$ cat src/rtl/vscale_dmem_ctrl_pkg.sv
// Shared constants for the vscale data-memory controller: funct3 access-size codes and FSM state encodings.
// Latency: none (definitions only).
// Backpressure: not applicable.
package vscale_dmem_ctrl_pkg;

  localparam int MEM_TYPE_WIDTH = 3;

  localparam logic [MEM_TYPE_WIDTH-1:0] MEM_TYPE_B  = 3'd0;
  localparam logic [MEM_TYPE_WIDTH-1:0] MEM_TYPE_H  = 3'd1;
  localparam logic [MEM_TYPE_WIDTH-1:0] MEM_TYPE_W  = 3'd2;
  localparam logic [MEM_TYPE_WIDTH-1:0] MEM_TYPE_BU = 3'd4;
  localparam logic [MEM_TYPE_WIDTH-1:0] MEM_TYPE_HU = 3'd5;

  localparam int DMEM_STATE_WIDTH = 3;

  typedef enum logic [DMEM_STATE_WIDTH-1:0] {
    DMEM_STATE_IDLE  = 3'd0,
    DMEM_STATE_REQ   = 3'd1,
    DMEM_STATE_RESP  = 3'd2,
    DMEM_STATE_FAULT = 3'd3,
    DMEM_STATE_DONE  = 3'd4
  } dmem_state_e;

  function automatic logic mem_type_legal(input logic [MEM_TYPE_WIDTH-1:0] t);
    logic ok;
    case (t)
      MEM_TYPE_B, MEM_TYPE_H, MEM_TYPE_W, MEM_TYPE_BU, MEM_TYPE_HU: ok = 1'b1;
      default: ok = 1'b0;
    endcase
    return ok;
  endfunction

endpackage

$ cat src/rtl/vscale_dmem_ctrl_if.sv
// Core dmem port plus backing-memory request/response bundle.
// Latency: none (wiring only).
// Backpressure: mem_req_ready throttles requests; dmem_wait throttles the core.
interface vscale_dmem_ctrl_if;
  import vscale_dmem_ctrl_pkg::*;

  logic                      dmem_en;
  logic                      dmem_wen;
  logic [MEM_TYPE_WIDTH-1:0] dmem_size;
  logic [31:0]               dmem_addr;
  logic [31:0]               dmem_wdata_delayed;
  logic [31:0]               dmem_rdata;
  logic                      dmem_wait;
  logic                      dmem_badmem_e;

  logic                      mem_req_valid;
  logic                      mem_req_ready;
  logic [31:0]               mem_req_addr;
  logic                      mem_req_wen;
  logic [3:0]                mem_req_wmask;
  logic [31:0]               mem_req_wdata;
  logic                      mem_resp_valid;
  logic [31:0]               mem_resp_rdata;

  modport slave (
    input  dmem_en, dmem_wen, dmem_size, dmem_addr, dmem_wdata_delayed,
    input  mem_req_ready, mem_resp_valid, mem_resp_rdata,
    output dmem_rdata, dmem_wait, dmem_badmem_e,
    output mem_req_valid, mem_req_addr, mem_req_wen, mem_req_wmask, mem_req_wdata
  );

  modport master (
    output dmem_en, dmem_wen, dmem_size, dmem_addr, dmem_wdata_delayed,
    output mem_req_ready, mem_resp_valid, mem_resp_rdata,
    input  dmem_rdata, dmem_wait, dmem_badmem_e,
    input  mem_req_valid, mem_req_addr, mem_req_wen, mem_req_wmask, mem_req_wdata
  );

endinterface

$ cat src/rtl/vscale_dmem_align.sv
// Byte-lane steering: store mask/replication, load lane select with sign/zero extension, misalignment flag.
// Latency: combinational.
// Backpressure: none.
module vscale_dmem_align
  import vscale_dmem_ctrl_pkg::*;
(
  input  logic [MEM_TYPE_WIDTH-1:0] size_i,
  input  logic [1:0]                addr_lo_i,
  input  logic [31:0]               wdata_i,
  input  logic [31:0]               rdata_i,
  output logic [3:0]                wmask_o,
  output logic [31:0]               wdata_o,
  output logic [31:0]               rdata_o,
  output logic                      misaligned_o
);

  logic [31:0] rdata_shift;

  assign rdata_shift = rdata_i >> {addr_lo_i, 3'b000};

  always_comb begin
    wmask_o      = 4'b0000;
    wdata_o      = wdata_i;
    rdata_o      = 32'h0;
    misaligned_o = 1'b0;
    case (size_i)
      MEM_TYPE_B, MEM_TYPE_BU: begin
        wmask_o = 4'b0001 << addr_lo_i;
        wdata_o = {4{wdata_i[7:0]}};
        rdata_o = {{24{rdata_shift[7] & (size_i == MEM_TYPE_B)}}, rdata_shift[7:0]};
      end
      MEM_TYPE_H, MEM_TYPE_HU: begin
        wmask_o      = 4'b0011 << addr_lo_i;
        wdata_o      = {2{wdata_i[15:0]}};
        rdata_o      = {{16{rdata_shift[15] & (size_i == MEM_TYPE_H)}}, rdata_shift[15:0]};
        misaligned_o = addr_lo_i[0];
      end
      MEM_TYPE_W: begin
        wmask_o      = 4'b1111;
        rdata_o      = rdata_i;
        misaligned_o = |addr_lo_i;
      end
      default: ;
    endcase
  end

endmodule

$ cat src/rtl/vscale_dmem_ctrl.sv
// Data-memory controller: core split-phase dmem port to valid/ready backing memory with fault checks.
// Latency: one core stall minimum; VSCALE_DMEM_RDATA_REG_EN registers load data and adds one more.
// Backpressure: dmem_wait holds core WB until completion; request fields hold while mem_req_ready is low.
module vscale_dmem_ctrl
  import vscale_dmem_ctrl_pkg::*;
#(
  parameter logic [31:0] MEM_BASE = 32'h0000_0000,
  parameter logic [31:0] MEM_SIZE = 32'h0001_0000
) (
  input logic               clk,
  input logic               reset,
  vscale_dmem_ctrl_if.slave bus
);

  dmem_state_e               state_q, state_d;
  logic [31:0]               addr_q, addr_d;
  logic [MEM_TYPE_WIDTH-1:0] size_q, size_d;
  logic                      wen_q, wen_d;

  logic        dx_misaligned;
  logic [32:0] dx_offset;
  logic        dx_out_of_range;
  logic        dx_fault;

  logic [3:0]  wb_wmask;
  logic [31:0] wb_wdata;
  logic [31:0] wb_rdata;

  logic [3:0]  unused_dx_wmask;
  logic [31:0] unused_dx_wdata;
  logic [31:0] unused_dx_rdata;
  logic        unused_wb_misaligned;

`ifdef VSCALE_DMEM_RDATA_REG_EN
  logic [31:0] rdata_q, rdata_d;
`endif

  // DX-side copy only feeds the alignment check on the incoming command.
  vscale_dmem_align u_align_dx (
    .size_i       (bus.dmem_size),
    .addr_lo_i    (bus.dmem_addr[1:0]),
    .wdata_i      (32'h0),
    .rdata_i      (32'h0),
    .wmask_o      (unused_dx_wmask),
    .wdata_o      (unused_dx_wdata),
    .rdata_o      (unused_dx_rdata),
    .misaligned_o (dx_misaligned)
  );

  vscale_dmem_align u_align_wb (
    .size_i       (size_q),
    .addr_lo_i    (addr_q[1:0]),
    .wdata_i      (bus.dmem_wdata_delayed),
    .rdata_i      (bus.mem_resp_rdata),
    .wmask_o      (wb_wmask),
    .wdata_o      (wb_wdata),
    .rdata_o      (wb_rdata),
    .misaligned_o (unused_wb_misaligned)
  );

  // 33-bit offset: bit 32 flags addr below MEM_BASE, and the window top cannot wrap.
  assign dx_offset       = {1'b0, bus.dmem_addr} - {1'b0, MEM_BASE};
  assign dx_out_of_range = dx_offset[32] | (dx_offset[31:0] >= MEM_SIZE);
  assign dx_fault        = dx_misaligned | dx_out_of_range | !mem_type_legal(bus.dmem_size);

  assign bus.mem_req_addr  = {addr_q[31:2], 2'b00};
  assign bus.mem_req_wen   = wen_q;
  assign bus.mem_req_wmask = wb_wmask;
  assign bus.mem_req_wdata = wb_wdata;

  always_comb begin
    state_d           = state_q;
    addr_d            = addr_q;
    size_d            = size_q;
    wen_d             = wen_q;
    bus.dmem_wait     = 1'b0;
    bus.dmem_badmem_e = 1'b0;
    bus.dmem_rdata    = 32'h0;
    bus.mem_req_valid = 1'b0;
`ifdef VSCALE_DMEM_RDATA_REG_EN
    rdata_d           = rdata_q;
`endif

    case (state_q)
      DMEM_STATE_IDLE: ;
      DMEM_STATE_FAULT: bus.dmem_badmem_e = 1'b1;
      DMEM_STATE_REQ: begin
        bus.mem_req_valid = 1'b1;
        bus.dmem_wait     = 1'b1;
        if (bus.mem_req_ready) state_d = DMEM_STATE_RESP;
      end
      DMEM_STATE_RESP: begin
`ifdef VSCALE_DMEM_RDATA_REG_EN
        bus.dmem_wait = 1'b1;
        if (bus.mem_resp_valid) begin
          state_d = DMEM_STATE_DONE;
          rdata_d = wen_q ? 32'h0 : wb_rdata;
        end
`else
        bus.dmem_wait = !bus.mem_resp_valid;
        if (bus.mem_resp_valid && !wen_q) bus.dmem_rdata = wb_rdata;
`endif
      end
`ifdef VSCALE_DMEM_RDATA_REG_EN
      DMEM_STATE_DONE: bus.dmem_rdata = rdata_q;
`endif
      default: state_d = DMEM_STATE_IDLE;
    endcase

    // Any cycle the core is not held is an acceptance slot, including completion cycles.
    if (!bus.dmem_wait) begin
      if (bus.dmem_en) begin
        state_d = dx_fault ? DMEM_STATE_FAULT : DMEM_STATE_REQ;
        addr_d  = bus.dmem_addr;
        size_d  = bus.dmem_size;
        wen_d   = bus.dmem_wen;
      end else begin
        state_d = DMEM_STATE_IDLE;
      end
    end
  end

  always_ff @(posedge clk) begin
    if (reset) begin
      state_q <= DMEM_STATE_IDLE;
      addr_q  <= 32'h0;
      size_q  <= '0;
      wen_q   <= 1'b0;
    end else begin
      state_q <= state_d;
      addr_q  <= addr_d;
      size_q  <= size_d;
      wen_q   <= wen_d;
    end
  end

`ifdef VSCALE_DMEM_RDATA_REG_EN
  always_ff @(posedge clk) begin
    if (reset) rdata_q <= 32'h0;
    else       rdata_q <= rdata_d;
  end
`endif

endmodule

$ cat src/flat_wrapper.sv
// flat-port wrapper written by rule: the top's interface ports become plain ports
module vscale_dmem_ctrl_flat import vscale_dmem_ctrl_pkg::*;
#(
  parameter logic [31:0] MEM_BASE = 32'h0000_0000,
  parameter logic [31:0] MEM_SIZE = 32'h0001_0000
)
  (clk, reset, bus_dmem_en, bus_dmem_wen, bus_dmem_size, bus_dmem_addr, bus_dmem_wdata_delayed, bus_mem_req_ready, bus_mem_resp_valid, bus_mem_resp_rdata, bus_dmem_rdata, bus_dmem_wait, bus_dmem_badmem_e, bus_mem_req_valid, bus_mem_req_addr, bus_mem_req_wen, bus_mem_req_wmask, bus_mem_req_wdata);
  vscale_dmem_ctrl_if bus_i ();
  input logic clk;
  input logic reset;
  input wire logic [$bits(bus_i.dmem_en)-1:0] bus_dmem_en;
  input wire logic [$bits(bus_i.dmem_wen)-1:0] bus_dmem_wen;
  input wire logic [$bits(bus_i.dmem_size)-1:0] bus_dmem_size;
  input wire logic [$bits(bus_i.dmem_addr)-1:0] bus_dmem_addr;
  input wire logic [$bits(bus_i.dmem_wdata_delayed)-1:0] bus_dmem_wdata_delayed;
  input wire logic [$bits(bus_i.mem_req_ready)-1:0] bus_mem_req_ready;
  input wire logic [$bits(bus_i.mem_resp_valid)-1:0] bus_mem_resp_valid;
  input wire logic [$bits(bus_i.mem_resp_rdata)-1:0] bus_mem_resp_rdata;
  output wire logic [$bits(bus_i.dmem_rdata)-1:0] bus_dmem_rdata;
  output wire logic [$bits(bus_i.dmem_wait)-1:0] bus_dmem_wait;
  output wire logic [$bits(bus_i.dmem_badmem_e)-1:0] bus_dmem_badmem_e;
  output wire logic [$bits(bus_i.mem_req_valid)-1:0] bus_mem_req_valid;
  output wire logic [$bits(bus_i.mem_req_addr)-1:0] bus_mem_req_addr;
  output wire logic [$bits(bus_i.mem_req_wen)-1:0] bus_mem_req_wen;
  output wire logic [$bits(bus_i.mem_req_wmask)-1:0] bus_mem_req_wmask;
  output wire logic [$bits(bus_i.mem_req_wdata)-1:0] bus_mem_req_wdata;
  assign bus_i.dmem_en = bus_dmem_en;
  assign bus_i.dmem_wen = bus_dmem_wen;
  assign bus_i.dmem_size = bus_dmem_size;
  assign bus_i.dmem_addr = bus_dmem_addr;
  assign bus_i.dmem_wdata_delayed = bus_dmem_wdata_delayed;
  assign bus_i.mem_req_ready = bus_mem_req_ready;
  assign bus_i.mem_resp_valid = bus_mem_resp_valid;
  assign bus_i.mem_resp_rdata = bus_mem_resp_rdata;
  assign bus_dmem_rdata = bus_i.dmem_rdata;
  assign bus_dmem_wait = bus_i.dmem_wait;
  assign bus_dmem_badmem_e = bus_i.dmem_badmem_e;
  assign bus_mem_req_valid = bus_i.mem_req_valid;
  assign bus_mem_req_addr = bus_i.mem_req_addr;
  assign bus_mem_req_wen = bus_i.mem_req_wen;
  assign bus_mem_req_wmask = bus_i.mem_req_wmask;
  assign bus_mem_req_wdata = bus_i.mem_req_wdata;
  vscale_dmem_ctrl #(.MEM_BASE(MEM_BASE), .MEM_SIZE(MEM_SIZE)) u_core (.clk(clk), .reset(reset), .bus(bus_i));
endmodule
$ cat config.mk
export PLATFORM = sky130hd
export DESIGN_NAME = vscale_dmem_ctrl_flat
export DESIGN_NICKNAME = d
export VERILOG_FILES = /design/src/rtl/vscale_dmem_ctrl_pkg.sv /design/src/rtl/vscale_dmem_ctrl_if.sv /design/src/rtl/vscale_dmem_align.sv /design/src/rtl/vscale_dmem_ctrl.sv /design/src/flat_wrapper.sv
export SDC_FILE = /design/constraint.sdc
export NUM_CORES = 1
export LEC_CHECK = 0
export CAP_MARGIN = 25
export CORE_MARGIN = 4
export CORE_UTILIZATION = 43
export DETAILED_ROUTE_END_ITERATION = 8
export PLACE_DENSITY = 0.83
export SYNTH_ARGS = -nofsm -noshare
export SYNTH_HDL_FRONTEND = slang
export SYNTH_HIERARCHICAL = 1
export SYNTH_SLANG_ARGS = --single-unit
$ cat constraint.sdc
create_clock -name clk -period 2.3 [get_ports clk]
set_clock_uncertainty 0.2 [all_clocks]
set_input_delay 0.23 -clock clk [delete_from_list [all_inputs] [get_ports clk]]
set_output_delay 0.23 -clock clk [all_outputs]
set_load 0.01 [all_outputs]
# Yosys cells after proc, flatten, opt, wreduce, memory -nomap -nowiden
# Index checks and enable logic that the tools add are counted.
# word_totals
elab_cells	56
in_bits	105
regBits	39
output_inout_bits	104
# op_classes
reduce_logical	15
bitwise_logic	5
n_mux	15
eq_ne	13
shift	3
magnitude_cmp	1
# op_table
cell	n
32-bit case mux with 3 select lines	1
32-bit two-way mux	2
32-bit case mux with 2 select lines	1
32-bit by 17-bit greater-or-equal comparator with 1-bit output (second input constant)	1
32-bit by 5-bit >> shifter with 16-bit output	1
3-bit by 2-bit == test with 1-bit output (second input constant)	4
3-bit == test (second input constant)	4
4-bit case mux with 3 select lines	1
3-bit by 1-bit == test with 1-bit output (second input constant)	3
3-bit zero test	3
3-bit two-way mux	3
2-bit OR reduction	4
3-bit case mux with 2 select lines	1
5-bit OR reduction	1
1-bit case mux with 2 select lines	2
2-bit AND reduction	2
1-bit by 2-bit left shift with 4-bit output (first input constant)	1
2-bit by 2-bit left shift with 4-bit output (first input constant)	1
1-bit zero test	3
1-bit two-way mux	3
3-bit != test (second input constant)	1
3-bit OR reduction	1
1-bit bitwise AND	2
2-bit two-way mux	1
4 further kinds	5

# Longest topological paths before layout
# depth
depth_word	8
depth_mapped	9
depth_no_buf	7

# Hierarchy
# The synthesis kept the hierarchy.
# by_module_without_submodules
module	seq_area_each_um2	cells_each	area_each_um2	instances
vscale_dmem_align	0.0	175	1243.7	2
vscale_dmem_ctrl	760.7	257	2049.5	1

# Least setup slack after synthesis
# No wires, ideal clock.
# synth_path
kind	register to output
startpoint	register u_core.addr_q[1]
endpoint	output port bus_dmem_rdata[0]
slack_ns	0.321
stages_incl_launch_ff	6
n_path_buf	2
required_time_ns	1.870
t_arrival_ns	1.549
cell_sequence	dfxtp_1 buf_2 buf_2 o31ai_2 o2bb2ai_1 and2_1
# synth_between
elab_chain_len	4
# synth_rtl
element	line_no	source
start: declaration	vscale_dmem_ctrl.sv:16	logic [31:0] addr_q, addr_d;
start signal: assignment	vscale_dmem_ctrl.sv:131	addr_q <= addr_d;
32-bit by 5-bit >> shifter with 16-bit output	vscale_dmem_align.sv:19	assign rdata_shift = rdata_i >> {addr_lo_i, 3'b000};
32-bit case mux with 3 select lines	vscale_dmem_align.sv:26	case (size_i)
net u_core.wb_rdata[0]	vscale_dmem_ctrl.sv:27	logic [31:0] wb_rdata;
32-bit two-way mux	vscale_dmem_ctrl.sv:101	if (bus.mem_resp_valid && !wen_q) bus.dmem_rdata = wb_rdata;
32-bit two-way mux	vscale_dmem_ctrl.sv:84	case (state_q)
end: declaration	flat_wrapper.sv:19	output wire logic [$bits(bus_i.dmem_rdata)-1:0] bus_dmem_rdata;
# The timed path passes the listed nets, and every way through them passes these cells.

# Worst setup path in the final report
# layout_path
startpoint	register u_core.size_q[0]
endpoint	output port bus_dmem_rdata[12]
# layout_between
elab_chain_len	5
elab_cells_between_ends	11
cone_classes	4 x eq/ne; 3 x mux; 1 x bitwise; 3 x reduce/logical
# layout_rtl
element	line_no	source
start: declaration	vscale_dmem_ctrl.sv:17	logic [MEM_TYPE_WIDTH-1:0] size_q, size_d;
start signal: assignment	vscale_dmem_ctrl.sv:132	size_q <= size_d;
3-bit by 1-bit == test with 1-bit output, or another cell as far along	vscale_dmem_align.sv:26	
2-bit OR reduction or 1-bit bitwise AND (tied branches)	vscale_dmem_align.sv:26, vscale_dmem_align.sv:30	
32-bit case mux with 3 select lines *	vscale_dmem_align.sv:26	
net u_core.wb_rdata[12]	vscale_dmem_ctrl.sv:27	
32-bit two-way mux *	vscale_dmem_ctrl.sv:101	
32-bit two-way mux *	vscale_dmem_ctrl.sv:84	
# Mark *: on every way through the listed nets, which the timed path passes. The rest lies on a longest branch.

==> results.py <==
metrics = {
    "clocking": {
        "cts-root-to-sink-buffers": 2,
        "clock_sink_count": 38,
        "clock_tree.htree_level_count": 2,
        "clock_input_transition_at_the_sequential_cells_of_the_worst_setup_and_hold_paths_ns": 0.08,
        "tritoncts": "yes",
        "cts_inserted_buffers": 5,
        "clock_tree.root_cell": "clkbuf_8",
        "insertion_delay_ns": 0.28,
        "cts.hold.buffers_added": 0,
    },
    "timing": {
        "finish_stage_setup_viols": 25,
        "finalCriticalPeriod_ns": 2.390,
        "fmax_mhz": 418.4,
        "rsz_0062_raised_after_global_routing": "yes",
        "worst-slew-pin-transition_ns": 0.9757,
        "final_hold_viol_count": 0,
        "tns_ns": -1.101,
        "report.final.slew_viol_count": 0,
        "setup_slack_ns": -0.09034,
        "post-route-period-util_pct": 103.9,
        "maxSlewHeadroom_pct": 34.88,
    },
    "grt": {
        "gr_layer_usage_met2_pct": 45.31,
        "m1_gr_usage_pct": 30.72,
        "grt_util_met3_pct": 6.020,
        "grt_first_pass_wirelength_um": 19070,
        "maximum_number_of_pins_on_one_net_before_global_route_repair": 39,
        "grt_pass1_vias": 3832,
        "grt_usage_pct": 25.56,
        "top_usage_layer": "met2",
        "globalRoute.totalOverflow": 0,
        "antenna_found_initial": 0,
    },
    "critical_path": {
        "startpoint_type": "register",
        "timing.critical_path.arrival_ns": 1.96,
        "timing.critical_path.slowest_cell_delay_ns": 0.55,
        "critical_path.most_common_cell": "buf_6",
        "critical_path_peak_fanout": 8,
        "r2r_slack_ns": 0.32,
        "crit_path_end_kind": "primary output",
        "timing_worst_setup_path_type": "register to primary output",
        "cp_data_required_time_ns": 1.87,
        "timing.critical_path.slowest_stage_cell": "or4_4",
        "critical_path.cell_chain": "or4_4 -> o22ai_4 -> buf_6 -> buf_6 -> a221o_1 -> and2_4 -> buf_6",
    },
    "placed_design": {
        "buffer_ports.inserted": 206,
        "gp_congestion": 0.9070,
        "hpwl_um": 9659,
    },
    "floorplan": {
        "fp.dieH_um": 96.36,
        "initial_core_util_pct": 45.31,
        "dieWidth_um": 96.36,
        "num_rows": 31,
        "io_pins": 209,
        "core_sq_um": 7408,
        "design.die.area_sq_um": 9284,
    },
    "job": {
        "maxCapViolations": 0,
    },
    "power": {
        "cellLeakagePower_nw": 2.405,
        "worst_ir_drop_on_vdd_mv": 0.3834,
        "total_power_mw": 2.363,
        "p_per_area_nw_per_um2": 409.3,
    },
    "detailed_routing": {
        "route.final.wire_length_um": 13370,
        "detail_route.first_pass.iterations": 5,
        "first_iter_violations": 181,
        "vias": 4002,
        "route.antenna.remaining_nets": 0,
        "vias_per_cell": 5.482,
        "wl_per_cell_um": 18.32,
        "detail_route.drc_violations": 0,
    },
    "run_status": {
        "run_status": "finished, violations left",
        "failed_checks": "negative setup slack",
    },
    "synthesis": {
        "yosysWarnings": 6,
        "netlist_instances": 444,
        "total_standard_cell_area_after_synthesis_sq_um": 3357,
        "post_synth.cell_area_avg_sq_um": 7.561,
    },
    "cells_and_area": {
        "drive_gt1_share_pct": 25.04,
        "nets_finish": 738,
        "antenna_cells_inserted": 0,
        "areaGrowthSynthToFinish_pct": 71.93,
        "final.fill_count": 501,
    },
    "min_path": {
        "hold_path.class": "register to register",
    },
}
[registers in the layout (all words and copies together) (netlist names)]
register / flops
u_core/addr_q: 32
u_core/bus.mem_req_wen: 1
u_core/state_q: 2
u_core/size_q: 3
[routing by layer]
layer	wire [um]	share of wire, %
met5	0	0
met4	377	2.8
met3	1226	9.2
met2	6821	51
met1	4947	37
[cells in the final DEF (no fill, tap or decap), types with 2 or more instances in the layout]
| cell | n |
|---|---|
| clkdlybuf4s50_1 | 161 |
| nand3_1 | 43 |
| buf_4 | 41 |
| a21oi_1 | 38 |
| nand2_1 | 33 |
| dfxtp_1 | 33 |
| o21ai_0 | 31 |
| and2_1 | 27 |
| buf_2 | 25 |
| buf_6 | 22 |
| mux2_1 | 18 |
| o21ai_1 | 17 |
| nand3_2 | 10 |
| a221o_1 | 8 |
| mux2i_1 | 8 |
| dlymetal6s2s_1 | 7 |
| o2bb2ai_2 | 7 |
| clkbuf_8 | 6 |
| o2bb2ai_1 | 6 |
| a22oi_1 | 6 |
| dlygate4sd2_1 | 5 |
| and2_4 | 5 |
| mux2_2 | 5 |
| nor2_1 | 4 |
| inv_2 | 4 |
| dfxtp_4 | 4 |
| inv_1 | 3 |
| or4_4 | 3 |
| o31ai_1 | 3 |
| ha_1 | 3 |
| buf_12 | 3 |
| nor2b_4 | 2 |
| nor3_1 | 2 |
| nor4_1 | 2 |
| conb_1 | 2 |
| nor2b_1 | 2 |
| o31ai_4 | 2 |
[worst paths after layout]
path,depth (start not counted),from,end
worst max-delay path,7,u_core/size_q[0],bus_dmem_rdata[12]
worst min-delay path,2,u_core/addr_q[12],u_core/addr_q[12]
worst max register to register,7,u_core/state_q[0],u_core/state_q[1]
worst min register to register,2,u_core/addr_q[12],u_core/addr_q[12]
[final cells by class]
| class | count | area [sq um] | area share, % |
|---|---|---|---|
| clock buffer | 6 | 82.58 | 1.431 |
| clock inverter | 2 | 12.51 | 0.2168 |
| inverter | 7 | 26.28 | 0.4552 |
| multi-input combinational | 310 | 2198 | 38.09 |
| sequential | 38 | 777.0 | 13.46 |
| tap | 99 | 123.9 | 2.146 |
| timing repair buffer | 268 | 2551 | 44.20 |
[report_power, final]
| group | switching, mW | leakage [nW] | total (mW) | internal (mW) |
|---|---|---|---|---|
| registers | 0.0319 | 0.316 | 0.732 | 0.700 |
| clock network | 0.234 | 0.0472 | 0.475 | 0.241 |
| logic | 0.498 | 2.04 | 1.16 | 0.658 |
| total | 0.764 | 2.41 | 2.36 | 1.60 |
[metrics by stage]
step                cell area [sq um]  hold slack [ns]  instances  util, %  worst slack, ns
finish                           5772           0.2815        730    77.91         -0.09034
global route                     5772           0.3125        730    77.91          -0.1591
CTS                              5530           0.2807        729    74.65         -0.08034
detailed placement               5381           0.2700        710    72.64          -0.3973
global placement                 5381           0.2602        710    72.64          -0.3292
floorplan                        3361           0.1777        445        -           0.3214
[worst max-delay path, delay by kind of cell (launching register included)]
family                 cells  cell delay, ns
DFF                        1            0.37
buffers and inverters      3            0.33
AOI/OAI and AO/OA          2            0.28
and+or+nand+nor            2            0.69
[what timing repair did]
item | CTS | global route
endpoints found under the setup margin | 60 | 48
resized for setup | 164 | 53
endpoints found under the hold margin | 0 | 0
pin swaps | 3 | 7
setup buffers | 12 | 0
cloned | 1 | 1
(Power assumes the default switching activity.)
